<file path="src/rtl/mux_n_1_rr_pkg.sv">
// Shared definitions for the N-to-1 registered multiplexer.
//   mode_e        : channel selection mode (external select or round-robin)
//   DefaultWidth  : default data bits per channel
//   DefaultN      : default number of input channels
package mux_n_1_rr_pkg;

  typedef enum logic {
    ModeSel = 1'b0,
    ModeRr  = 1'b1
  } mode_e;

  localparam int unsigned DefaultWidth = 32;
  localparam int unsigned DefaultN     = 4;

endpackage

</file>
<file path="src/rtl/mux_n_1_rr_if.sv">
// Handshake bundle between N producers, the multiplexer and one consumer.
//   mode      : 0 = external select, 1 = round-robin
//   sel       : channel index used in external-select mode
//   in_valid  : per-channel data valid
//   in_ready  : per-channel accept (one-hot or zero)
//   in_data   : channel i at bits [i*WIDTH +: WIDTH]
//   out_valid : output register holds data
//   out_ready : consumer accepts out_data
//   out_data  : registered selected data
//   out_ch    : index of the channel that supplied out_data
// Modports: master drives the request side (producers + consumer), slave is the mux.
interface mux_n_1_rr_if #(
  parameter int unsigned WIDTH = 32,
  parameter int unsigned N     = 4,
  parameter int unsigned SELW  = $clog2(N)
) ();

  logic                 mode;
  logic [SELW-1:0]      sel;
  logic [N-1:0]         in_valid;
  logic [N-1:0]         in_ready;
  logic [N*WIDTH-1:0]   in_data;
  logic                 out_valid;
  logic                 out_ready;
  logic [WIDTH-1:0]     out_data;
  logic [SELW-1:0]      out_ch;

  modport master (
    output mode, sel, in_valid, in_data, out_ready,
    input  in_ready, out_valid, out_data, out_ch
  );

  modport slave (
    input  mode, sel, in_valid, in_data, out_ready,
    output in_ready, out_valid, out_data, out_ch
  );

endinterface

</file>
<file path="src/rtl/rr_arbiter_n.sv">
// Combinational round-robin arbiter.
//   in_valid_i    : request vector
//   rr_ptr_i      : highest-priority channel for this evaluation (must be < N)
//   grant_o       : index of the first requesting channel at or after rr_ptr_i, wrapping
//   grant_valid_o : at least one channel is requesting
module rr_arbiter_n #(
  parameter int unsigned N    = 4,
  parameter int unsigned SELW = $clog2(N)
) (
  input  logic [N-1:0]    in_valid_i,
  input  logic [SELW-1:0] rr_ptr_i,
  output logic [SELW-1:0] grant_o,
  output logic            grant_valid_o
);

  logic [SELW-1:0] idx;

  always_comb begin
    grant_o       = '0;
    grant_valid_o = 1'b0;
    idx           = '0;
    for (int unsigned off = 0; off < N; off++) begin
      idx = SELW'((32'(rr_ptr_i) + off) % N);
      if (!grant_valid_o && in_valid_i[idx]) begin
        grant_valid_o = 1'b1;
        grant_o       = idx;
      end
    end
  end

endmodule

</file>
<file path="src/rtl/mux_n_1_rr.sv">
// N-to-1 datapath multiplexer with a single registered output slot and valid/ready
// handshakes. Channel choice is either an external index or round-robin arbitration.
//   clk : rising-edge clock
//   rst : synchronous active-high reset
//   bus : mux_n_1_rr_if slave modport (selection, N input streams, one output stream)
module mux_n_1_rr
  import mux_n_1_rr_pkg::*;
#(
  parameter int unsigned WIDTH = DefaultWidth,
  parameter int unsigned N     = DefaultN,
  localparam int unsigned SELW = $clog2(N)
) (
  input logic           clk,
  input logic           rst,
  mux_n_1_rr_if.slave   bus
);

  logic            out_valid_q, out_valid_d;
  logic [WIDTH-1:0] out_data_q, out_data_d;
  logic [SELW-1:0] out_ch_q, out_ch_d;
  logic [SELW-1:0] rr_ptr_q, rr_ptr_d;

  logic [SELW-1:0] rr_grant;
  logic            rr_grant_valid;
  logic [SELW-1:0] grant;
  logic            grant_valid;
  logic            load_en;
  logic            xfer;
  logic [WIDTH-1:0] grant_data;

  rr_arbiter_n #(
    .N    (N),
    .SELW (SELW)
  ) u_arb (
    .in_valid_i    (bus.in_valid),
    .rr_ptr_i      (rr_ptr_q),
    .grant_o       (rr_grant),
    .grant_valid_o (rr_grant_valid)
  );

  always_comb begin
    grant       = '0;
    grant_valid = 1'b0;
    if (bus.mode == ModeRr) begin
      grant       = rr_grant;
      grant_valid = rr_grant_valid;
    end else if (32'(bus.sel) < N) begin
      // Out-of-range select quietly grants nothing.
      grant       = bus.sel;
      grant_valid = bus.in_valid[bus.sel];
    end
  end

  // The slot can be refilled when empty or when it drains this cycle.
  assign load_en = !out_valid_q || bus.out_ready;
  assign xfer    = load_en && grant_valid && !rst;

  always_comb begin
    bus.in_ready = '0;
    grant_data   = '0;
    for (int unsigned i = 0; i < N; i++) begin
      if (grant == SELW'(i)) begin
        bus.in_ready[i] = xfer;
        grant_data      = bus.in_data[i*WIDTH +: WIDTH];
      end
    end
  end

  always_comb begin
    out_valid_d = out_valid_q;
    out_data_d  = out_data_q;
    out_ch_d    = out_ch_q;
    rr_ptr_d    = rr_ptr_q;
    if (load_en) begin
      out_valid_d = xfer;
    end
    if (xfer) begin
      out_data_d = grant_data;
      out_ch_d   = grant;
      if (bus.mode == ModeRr) begin
        rr_ptr_d = (grant == SELW'(N - 1)) ? '0 : grant + 1'b1;
      end
    end
  end

  always_ff @(posedge clk) begin
    if (rst) begin
      out_valid_q <= 1'b0;
      out_data_q  <= '0;
      out_ch_q    <= '0;
      rr_ptr_q    <= '0;
    end else begin
      out_valid_q <= out_valid_d;
      out_data_q  <= out_data_d;
      out_ch_q    <= out_ch_d;
      rr_ptr_q    <= rr_ptr_d;
    end
  end

  assign bus.out_valid = out_valid_q;
  assign bus.out_data  = out_data_q;
  assign bus.out_ch    = out_ch_q;

endmodule

</file>
<file path="src/flat_wrapper.sv">
// flat-port wrapper written by rule: the top's interface ports become plain ports
module mux_n_1_rr_flat import mux_n_1_rr_pkg::*;
#(
  parameter int unsigned WIDTH = DefaultWidth,
  parameter int unsigned N     = DefaultN,
  localparam int unsigned SELW = $clog2(N)
)
  (clk, rst, bus_mode, bus_sel, bus_in_valid, bus_in_data, bus_out_ready, bus_in_ready, bus_out_valid, bus_out_data, bus_out_ch);
  mux_n_1_rr_if #(.WIDTH(WIDTH), .N(N)) bus_i ();
  input logic clk;
  input logic rst;
  input wire logic [$bits(bus_i.mode)-1:0] bus_mode;
  input wire logic [$bits(bus_i.sel)-1:0] bus_sel;
  input wire logic [$bits(bus_i.in_valid)-1:0] bus_in_valid;
  input wire logic [$bits(bus_i.in_data)-1:0] bus_in_data;
  input wire logic [$bits(bus_i.out_ready)-1:0] bus_out_ready;
  output wire logic [$bits(bus_i.in_ready)-1:0] bus_in_ready;
  output wire logic [$bits(bus_i.out_valid)-1:0] bus_out_valid;
  output wire logic [$bits(bus_i.out_data)-1:0] bus_out_data;
  output wire logic [$bits(bus_i.out_ch)-1:0] bus_out_ch;
  assign bus_i.mode = bus_mode;
  assign bus_i.sel = bus_sel;
  assign bus_i.in_valid = bus_in_valid;
  assign bus_i.in_data = bus_in_data;
  assign bus_i.out_ready = bus_out_ready;
  assign bus_in_ready = bus_i.in_ready;
  assign bus_out_valid = bus_i.out_valid;
  assign bus_out_data = bus_i.out_data;
  assign bus_out_ch = bus_i.out_ch;
  mux_n_1_rr #(.WIDTH(WIDTH), .N(N)) u_core (.clk(clk), .rst(rst), .bus(bus_i));
endmodule
</file>
<file path="config.mk">
export PLATFORM = sky130hd
export DESIGN_NAME = mux_n_1_rr_flat
export DESIGN_NICKNAME = d
export VERILOG_FILES = /design/src/rtl/mux_n_1_rr_pkg.sv /design/src/rtl/mux_n_1_rr_if.sv /design/src/rtl/rr_arbiter_n.sv /design/src/rtl/mux_n_1_rr.sv /design/src/flat_wrapper.sv
export SDC_FILE = /design/constraint.sdc
export NUM_CORES = 1
export LEC_CHECK = 0
export BUFFER_PORTS_ARGS = -buffer_cell sky130_fd_sc_hd__buf_2
export CAP_MARGIN = 40
export CORE_MARGIN = 1
export CORE_UTILIZATION = 44
export DETAILED_ROUTE_END_ITERATION = 8
export HOLD_SLACK_MARGIN = 0.15
export PLACE_DENSITY = 0.79
export SYNTH_ARGS = -nofsm -noshare
export SYNTH_HDL_FRONTEND = slang
export SYNTH_SLANG_ARGS = --single-unit
export TNS_END_PERCENT = 20
</file>
<file path="constraint.sdc">
create_clock -name clk -period 5.2 [get_ports clk]
set_clock_uncertainty 0.2 [all_clocks]
set_input_delay 1.3 -clock clk [delete_from_list [all_inputs] [get_ports clk]]
set_output_delay 1.3 -clock clk [all_outputs]
set_load 0.02 [all_outputs]
</file>
==> results of run 1 <==
[per-stage QoR]
step / cells / utilization [%] / instance area, um2
floorplan: 355 / - / 2870
global placement: 577 / 58.6 / 3700
detailed placement: 578 / 59.0 / 3720
CTS: 586 / 60.6 / 3820
global route: 586 / 60.6 / 3820
finish: 586 / 60.6 / 3820
[registers in the layout (all words and copies together), names as in the netlist]
signal                cells
u_core.rr_ptr_q           2
u_core.bus.out_valid      1
u_core.bus.out_data      32
u_core.bus.out_ch         2
[worst paths after layout]
check | end | cells past startpoint | slack [ns] | from
max | bus_in_ready[0] | 8 | 0.80 | bus_in_valid[3]
min | u_core.bus.out_valid$_SDFFE_PP0N_ | 2 | 0.37 | u_core.bus.out_valid$_SDFFE_PP0N_
max reg2reg | u_core.bus.out_data[11]$_SDFFE_PP0P_ | 11 | 2.06 | u_core.rr_ptr_q[0]$_SDFFE_PP0P_
min reg2reg | u_core.bus.out_valid$_SDFFE_PP0N_ | 2 | 0.37 | u_core.bus.out_valid$_SDFFE_PP0N_
[final cells by class]
type | instances | area (um2) | area share [%]
Timing Repair Buffer | 184 | 953 | 24.9
Clock buffer | 7 | 96.3 | 2.52
Tap cell | 77 | 96.3 | 2.52
Sequential cell | 37 | 741 | 19.4
Inverter | 6 | 22.5 | 0.589
Multi-Input combinational cell | 274 | 1910 | 49.9
Clock inverter | 1 | 5.00 | 0.131
[logic make-up (layout without fill, tap and decap cells)]
| logic type | Yosys count | after routing | share of synthesized area (%) |
|---|---|---|---|
| and+or+nand+nor | 120 | 120 | 23.4 |
| AOI/OAI and AO/OA | 147 | 147 | 39.1 |
| adders and majority gates | 4 | 4 | 1.74 |
| muxes | 3 | 3 | 1.92 |
| DFF | 37 | 37 | 25.8 |
| buffers and inverters | 44 | 198 | 8.05 |
[report_power, final]
part / leakage (nW) / total, W / internal, W / switching (W)
clock: 0.0542 / 0.000222 / 0.000120 / 0.000102
sequential: 0.306 / 0.000341 / 0.000325 / 0.0000168
combinational: 1.36 / 0.000431 / 0.000190 / 0.000241
total: 1.72 / 0.000995 / 0.000635 / 0.000360
[routing by layer]
metal	wire length, um	part of all wire [%]	track usage (%)
met1	3430	42	28.7
met2	4020	49	42.7
met3	619	7.5	5.57
met4	153	1.9	7.37
met5	0	0	0
[worst max-delay path, cell delays in order]
cell	delay, ns
buf_2	0.13
nor2_1	0.19
o21ai_0	0.12
a221oi_1	0.51
or2_2	0.22
ha_1	0.16
and2_1	0.12
buf_2	0.15
[layout by cell type, fill, tap and decap left out, types with 2 or more instances in the layout]
cell type    n
inv_1        6
nor2b_1     66
a221oi_1    35
o21ai_0     32
buf_2      176
clkbuf_8     7
nor2_1       5
or2_2        2
ha_1         2
dfxtp_1     37
o31a_1      31
nand2b_1     3
nand3b_1     2
o21ai_1      5
nand2_1     33
a21oi_1      5
ha_2         2
o21ai_2     30
buf_4        7
and2_1       4
==> qor.csv, run 1 <==
stage;metric;value;unit
yosys;Mapped Area;0.00287;mm2
yosys;leading post-synthesis cells by cell area;dfxtp_1, nor2b_1, a221oi_1;
power;maximum VDD drop;0.196;mV
yosys;count leader, synth;nor2b_1;
yosys;post-synthesis async set-or-reset flop share;0;%
finish;# diodes;0;
floorplanning;Die Wd;82.8;um
sta;Hold Vio Cnt, Final;0;
clock_network;Worst-path clk slew;0.07;ns
detailed_routing;Vias/cell;5.57;
clock_network;TritonCTS clock tree;built;
floorplanning;row cnt;29;
sta;Max Fclk;227;MHz
sta;hold slack;0.367;ns
sta;Worst Max-Slew Pin Slew;0.595;ns
floorplanning;IO Pins;177;
sta;endpoints failing setup;0;
place;post-place setup slack;0.858;ns
sta;Setup Total Neg Slack;0;ns
clock_network;total CTS buffers;5;
outcome;outcome;completed;
floorplanning;Die ar.;0.00686;mm2
global_routing;initial antenna violation count;0;
detailed_routing;DR pass1 iterations;7;
clock_network;worst-skew pair later-pin latency;0.28;ns
critical_path;Critical Path AT;2.90;ns
hold_path;Hold Path Class;reg -> reg;
floorplanning;die height;82.8;um
global_routing;first-pass GRT wire length;13900;um
detailed_routing;post-DR wirelength/cell;14.0;um
run;Max Cap Viol;0;
yosys;share of the synthesized area in the top cell type;25.8;%
place;Placer Congestion;0.760;
clock_network;root buffer cell;clkbuf_8;
yosys;leading area contributor after synthesis;dfxtp_1;
sta;fin crit share;84.6;%
critical_path;Critical Path Source Type;primary input;
global_routing;Overall Global Routing Usage;24.1;%
yosys;sequential cell area fraction in the yosys report;25.8;%
power;Power Density;260;mW/mm2
yosys;Post-Syn Nets;497;
critical_path;Crit path required time;3.70;ns
place;DP Wirelength;5880;um
sta;RSZ-0062 raised after global routing;false;
place;IO Port Bufs;176;
clock_network;post-CTS sizing;0;
clock_network;Post-CTS Hold Buffers;0;
detailed_routing;DRT iter0 DRCs;121;
yosys;Yosys reg bits;37;
detailed_routing;DRC violations left;0;
sta;post-route minimum period;4.40;ns
floorplanning;CORE AREA;0.00631;mm2
floorplanning;Initial Util;45.5;%
finish;nets@finish;650;
yosys;Cells after Synth;355;
clock_network;Setup Fix Bufs, Post-CTS;0;
yosys;most common library cells after synthesis;nor2b_1, dfxtp_1, a221oi_1;
global_routing;grt ovf;0;
critical_path;crit end category;output pin;
clock_network;Clock Path Buffers;2;
yosys;YS warnings;0;
finish;Syn-to-layout area delta;33.0;%
finish;layout cells sized above 1;45.4;%
detailed_routing;WL final;8230;um
yosys;EDFF count, synth;0;
sta;fin. max-slew vios;0;
yosys;Synth cell types;38;
detailed_routing;remaining antenna violation count;0;
power;Lkg Pwr;1.72;nW
sta;Slew HR;60.3;%
clock_network;CTS Sinks;37;
yosys;syn_area_per_cell;8.10;um2
power;Power Total;0.000995;W
global_routing;largest net degree at the start of global routing;65;
critical_path;Worst Path Max Fanout;5;
sta;Final WS setup;0.802;ns
critical_path;critical path class;in -> out;
yosys;Synth Flop Type;dfxtp_1;
finish;Fill cells;579;
clock_network;H-tree levels;2;
global_routing;vias in the first global route;3064;
detailed_routing;vias;3262;
Power figures use the tool's default switching activity.
==> run 2, diff against run 1 <==
Settings changed: CORE_UTILIZATION 44 to 40, PLACE_DENSITY 0.79 to 0.75.
Clock period 5.2 ns to 4 ns, I/O delays scaled along.
==> qor.csv, run 2 (synthesized netlist as in run 1, its figures left out) <==
stage;metric;value;unit;change
place;IO Port Bufs;176;;unchanged
global_routing;initial antenna violation count;0;;unchanged
critical_path;Crit path required time;2.80;ns;was 3.70 ns
floorplanning;IO Pins;177;;unchanged
detailed_routing;WL final;8500;um;was 8230 um
detailed_routing;remaining antenna violation count;0;;unchanged
detailed_routing;DRT iter0 DRCs;131;;was 121
floorplanning;Initial Util;41.8;%;was 45.5%
critical_path;crit end category;output pin;;unchanged
floorplanning;die height;86.8;um;was 82.8 um
clock_network;Setup Fix Bufs, Post-CTS;0;;unchanged
detailed_routing;DR pass1 iterations;4;;was 7
clock_network;TritonCTS clock tree;built;;unchanged
sta;RSZ-0062 raised after global routing;false;;unchanged
finish;# diodes;0;;unchanged
global_routing;GR Util met2;42.1;%;was 42.7%
finish;most common cell after layout, fill and taps aside;buf_2;;unchanged
critical_path;Critical Path AT;2.54;ns;was 2.90 ns
sta;Setup Total Neg Slack;0;ns;unchanged
sta;fin. max-slew vios;0;;unchanged
detailed_routing;DRC violations left;0;;unchanged
place;Placer Congestion;0.830;;was 0.760
hold_path;Hold Path Class;reg -> reg;;unchanged
floorplanning;Die ar.;0.00753;mm2;was 0.00686 mm2
sta;fin crit share;93.5;%;
sta;hold slack;0.378;ns;was 0.367 ns
floorplanning;Die Wd;86.8;um;was 82.8 um
clock_network;Post-CTS Hold Buffers;0;;unchanged
finish;max reg flops;32;;unchanged
detailed_routing;vias;3256;;was 3262
global_routing;first-pass GRT wire length;13400;um;was 13900 um
clock_network;total CTS buffers;5;;unchanged
global_routing;largest net degree at the start of global routing;65;;unchanged
clock_network;H-tree levels;2;;unchanged
sta;Hold Vio Cnt, Final;0;;unchanged
power;Power Total;0.00138;W;was 0.000995 W
run;Max Cap Viol;0;;unchanged
global_routing;Overall Global Routing Usage;22.3;%;was 24.1%
sta;endpoints failing setup;0;;unchanged
finish;nets@finish;652;;was 650
global_routing;met1 Use GR;25.3;%;was 28.7%
critical_path;critical path class;in -> out;;unchanged
power;Power Density;356;mW/mm2;was 260 mW/mm2
outcome;outcome;completed;;unchanged
clock_network;Worst-path clk slew;0.07;ns;about the same
critical_path;Critical Path Source Type;primary input;;unchanged
global_routing;grt ovf;0;;unchanged
power;maximum VDD drop;0.150;mV;was 0.196 mV
sta;Max Fclk;267;MHz;
clock_network;root buffer cell;clkbuf_8;;unchanged
floorplanning;CORE AREA;0.00687;mm2;was 0.00631 mm2
sta;Worst Max-Slew Pin Slew;0.597;ns;was 0.595 ns
finish;commonest non-fill, non-tap cells in the layout;buf_2, nor2b_1, dfxtp_1;;unchanged
clock_network;post-CTS sizing;0;;unchanged
global_routing;GR Util met3;4.95;%;was 5.57%
finish;post-route cell area;0.00388;mm2;was 0.00382 mm2
place;DP Wirelength;6220;um;was 5880 um
finish;Util after Layout;56.5;%;was 60.6%
global_routing;vias in the first global route;3055;;was 3064
clock_network;Clock Path Buffers;2;;unchanged
critical_path;Worst Path Max Fanout;9;;was 5
floorplanning;row cnt;30;;was 29
sta;Slew HR;60.2;%;was 60.3%
clock_network;worst-skew pair later-pin latency;0.28;ns;about the same
finish;layout cells sized above 1;45.6;%;was 45.4%
clock_network;CTS Sinks;37;;unchanged
finish;Syn-to-layout area delta;35.1;%;was 33.0%
power;Lkg Pwr;1.74;nW;was 1.72 nW
detailed_routing;Vias/cell;5.36;;was 5.57
sta;post-route minimum period;3.74;ns;
place;Placement Cell Area;0.00375;mm2;was 0.00372 mm2
global_routing;GR peak layer;met2;;unchanged
detailed_routing;post-DR wirelength/cell;14.0;um;about the same
run 2: report_power, final:
group / switching (W) / internal [W] / total (W)
clock: 0.000131 / 0.000248 / 0.000379
combinational: 0.000311 / 0.000247 / 0.000558
sequential: 0.0000232 / 0.000422 / 0.000445
total: 0.000465 / 0.000917 / 0.00138
run 2: stage by stage:
stage,cells,worst slack (ns)
detailed placement,599,0.263
global route,607,0.159
global placement,599,0.325
CTS,607,0.294
floorplan,355,0.0411
finish,607,0.258
run 2: area by class of cell:
| type | count | area, um2 |
|---|---|---|
| Fill cell | 687 | 2990 |
| Multi-Input combinational cell | 274 | 1910 |
| Timing Repair Buffer | 186 | 956 |
| Sequential cell | 37 | 741 |
| Tap cell | 96 | 120 |
| Clock buffer | 5 | 68.8 |
| Clock inverter | 3 | 65.1 |
| Inverter | 6 | 22.5 |
run 2: layer usage:
| layer | share of wire [%] | vias up |
|---|---|---|
| met2 | 50 | 126 |
| met4 | 0.89 | 0 |
| met3 | 6.8 | 8 |
| met1 | 42 | 1502 |
| li1 | - | 1620 |
| met5 | 0 | - |
run 2: final timing paths:
check	from	end	slack, ns	cells past startpoint
worst max register to register	u_core.rr_ptr_q[0]$_SDFFE_PP0P_	u_core.bus.out_data[9]$_SDFFE_PP0P_	0.95	11
worst min-delay path	u_core.rr_ptr_q[1]$_SDFFE_PP0P_	u_core.rr_ptr_q[1]$_SDFFE_PP0P_	0.38	2
worst min register to register	u_core.rr_ptr_q[1]$_SDFFE_PP0P_	u_core.rr_ptr_q[1]$_SDFFE_PP0P_	0.38	2
worst max-delay path	bus_in_valid[0]	bus_in_ready[0]	0.26	6
run 2: worst max-delay path, cell delays in order:
cell and delay [ns]:
buf_2 0.15, or4_4 0.57, a31oi_1 0.30, ha_1 0.24
and2_1 0.12, buf_2 0.15
==> run 3, diff against run 2 <==
Settings changed: REMOVE_ABC_BUFFERS set to 1.
==> qor.csv, run 3 (synthesized netlist as in run 1, its figures left out) <==
stage;metric;value;unit;change
clock_network;Post-CTS Hold Buffers;0;;unchanged
floorplanning;Initial Util;41.8;%;unchanged
floorplanning;row cnt;30;;unchanged
critical_path;R2R Path Start;u_core.rr_ptr_q[0]$_SDFFE_PP0P_;;unchanged
finish;commonest non-fill, non-tap cells in the layout;buf_2, nor2b_1, dfxtp_1;;unchanged
critical_path;crit end category;output pin;;unchanged
global_routing;grt ovf;0;;unchanged
critical_path;Critical Path AT;2.56;ns;was 2.54 ns
global_routing;first-pass GRT wire length;13700;um;was 13400 um
place;Placement Cell Area;0.00375;mm2;about the same
global_routing;Overall Global Routing Usage;22.6;%;was 22.3%
sta;endpoints failing setup;0;;unchanged
clock_network;Clock Path Buffers;2;;unchanged
clock_network;post-CTS sizing;0;;unchanged
clock_network;TritonCTS clock tree;built;;unchanged
global_routing;vias in the first global route;3141;;was 3055
detailed_routing;remaining antenna violation count;0;;unchanged
sta;Max Fclk;266;MHz;was 267 MHz
critical_path;Worst Setup EP;bus_in_ready[0];;unchanged
critical_path;Crit path required time;2.80;ns;about the same
sta;fin crit share;94.0;%;was 93.5%
clock_network;worst-skew pair later-pin latency;0.28;ns;about the same
clock_network;H-tree levels;2;;unchanged
detailed_routing;DRC violations left;0;;unchanged
floorplanning;Die ar.;0.00753;mm2;unchanged
detailed_routing;post-DR wirelength/cell;14.0;um;about the same
finish;nets@finish;651;;was 652
detailed_routing;Met2 Routed Length;4330;um;was 4240 um
critical_path;Worst Setup SP;bus_in_valid[0];;unchanged
sta;Final WS setup;0.239;ns;was 0.258 ns
sta;fin. max-slew vios;0;;unchanged
global_routing;initial antenna violation count;0;;unchanged
sta;Slew HR;58.7;%;was 60.2%
power;Lkg Pwr;1.73;nW;was 1.74 nW
detailed_routing;met1 WL;3490;um;was 3610 um
place;IO Port Bufs;176;;unchanged
clock_network;root buffer cell;clkbuf_8;;unchanged
place;Placer Congestion;0.800;;was 0.830
detailed_routing;WL met3;497;um;was 574 um
detailed_routing;Vias/cell;5.35;;was 5.36
clock_network;CTS Sinks;37;;unchanged
power;Power Density;344;mW/mm2;was 356 mW/mm2
global_routing;largest net degree at the start of global routing;65;;unchanged
finish;layout cells sized above 1;45.5;%;was 45.6%
finish;Syn-to-layout area delta;34.6;%;was 35.1%
critical_path;Critical Path Source Type;primary input;;unchanged
run;Max Cap Viol;0;;unchanged
detailed_routing;DRT iter0 DRCs;145;;was 131
sta;Worst Max-Slew Pin Slew;0.619;ns;was 0.597 ns
floorplanning;Die Wd;86.8;um;unchanged
detailed_routing;WL final;8500;um;about the same
finish;Util after Layout;56.3;%;was 56.5%
critical_path;Worst R2R Path Depth;11;;unchanged
finish;most common cell after layout, fill and taps aside;buf_2;;unchanged
critical_path;setup slack, reg-to-reg;0.91;ns;was 0.95 ns
critical_path;Worst Path Max Fanout;9;;unchanged
clock_network;Setup Fix Bufs, Post-CTS;0;;unchanged
sta;Hold Vio Cnt, Final;0;;unchanged
clock_network;Worst-path clk slew;0.08;ns;was 0.07 ns
detailed_routing;vias;3241;;was 3256
place;DP Wirelength;6020;um;was 6220 um
sta;hold slack;0.390;ns;was 0.378 ns
floorplanning;die height;86.8;um;unchanged
place;post-place setup slack;0.254;ns;was 0.263 ns
outcome;outcome;completed;;unchanged
floorplanning;IO Pins;177;;unchanged
finish;# diodes;0;;unchanged
detailed_routing;DR pass1 iterations;4;;unchanged
hold_path;Hold Path Class;reg -> reg;;unchanged
detailed_routing;top routing layer used;met4;;unchanged
power;maximum VDD drop;0.163;mV;was 0.150 mV
floorplanning;CORE AREA;0.00687;mm2;unchanged
critical_path;critical path class;in -> out;;unchanged
finish;post-route cell area;0.00387;mm2;was 0.00388 mm2
finish;max reg flops;32;;unchanged
clock_network;total CTS buffers;5;;unchanged
sta;RSZ-0062 raised after global routing;false;;unchanged
critical_path;r2r endpoint;u_core.bus.out_data[31]$_SDFFE_PP0P_;;was u_core.bus.out_data[9]$_SDFFE_PP0P_
power;Power Total;0.00133;W;was 0.00138 W
sta;post-route minimum period;3.76;ns;was 3.74 ns
==> run 3: changes by cell type in the layout (fill, tap and decap cells not counted) <==
cell and change:
buf_12 +1, buf_4 -2, bufinv_16 -1, clkinv_2 -1, clkinv_4 +1, clkinvlp_4 +1
==> run 3: per-layer routing <==
metal / track usage, % / vias up
met5: 0 / -
met4: 8.03 / 0
met3: 4.76 / 19
met2: 43.7 / 123
met1: 24.1 / 1486
li1: - / 1613
==> run 3: worst min path at each step <==
stage                                                     from                              endpoint  slack, ns  cells past startpoint
final                     u_core.bus.out_data[29]$_SDFFE_PP0P_  u_core.bus.out_data[29]$_SDFFE_PP0P_       0.39                      3
after global routing      u_core.bus.out_data[15]$_SDFFE_PP0P_  u_core.bus.out_data[15]$_SDFFE_PP0P_       0.42                      3
after CTS                 u_core.bus.out_data[29]$_SDFFE_PP0P_  u_core.bus.out_data[29]$_SDFFE_PP0P_       0.39                      3
after detailed placement  u_core.bus.out_data[29]$_SDFFE_PP0P_  u_core.bus.out_data[29]$_SDFFE_PP0P_       0.37                      3
after global placement         u_core.rr_ptr_q[1]$_SDFFE_PP0P_       u_core.rr_ptr_q[1]$_SDFFE_PP0P_       0.35                      2
after floorplan                u_core.rr_ptr_q[1]$_SDFFE_PP0P_       u_core.rr_ptr_q[1]$_SDFFE_PP0P_       0.31                      2
==> run 3: per-stage QoR <==
stage	instances	setup TNS, ns
floorplan	317	-10.41
global placement	598	0
detailed placement	598	0
CTS	606	0
global route	606	0
finish	606	0
==> run 3: power by group <==
part | leakage [nW] | internal (W) | switching [W] | total, W
clock network | 0.0543 | 0.000187 | 0.000138 | 0.000324
registers | 0.306 | 0.000422 | 0.0000228 | 0.000445
logic | 1.37 | 0.000249 | 0.000312 | 0.000560
==> run 3: final cells by class <==
type / count / area, um2
timing repair buffer: 185 / 961
fill: 668 / 3000
inverter: 6 / 22.5
tap: 96 / 120
clock buffer: 5 / 68.8
sequential: 37 / 741
multi-input combinational: 274 / 1910
clock inverter: 3 / 46.3
==> run 3: critical path, cell delays in order <==
cell and delay (ns):
buf_2 0.15, or4_4 0.58, a31oi_1 0.30, ha_1 0.25
and2_1 0.13, buf_2 0.16
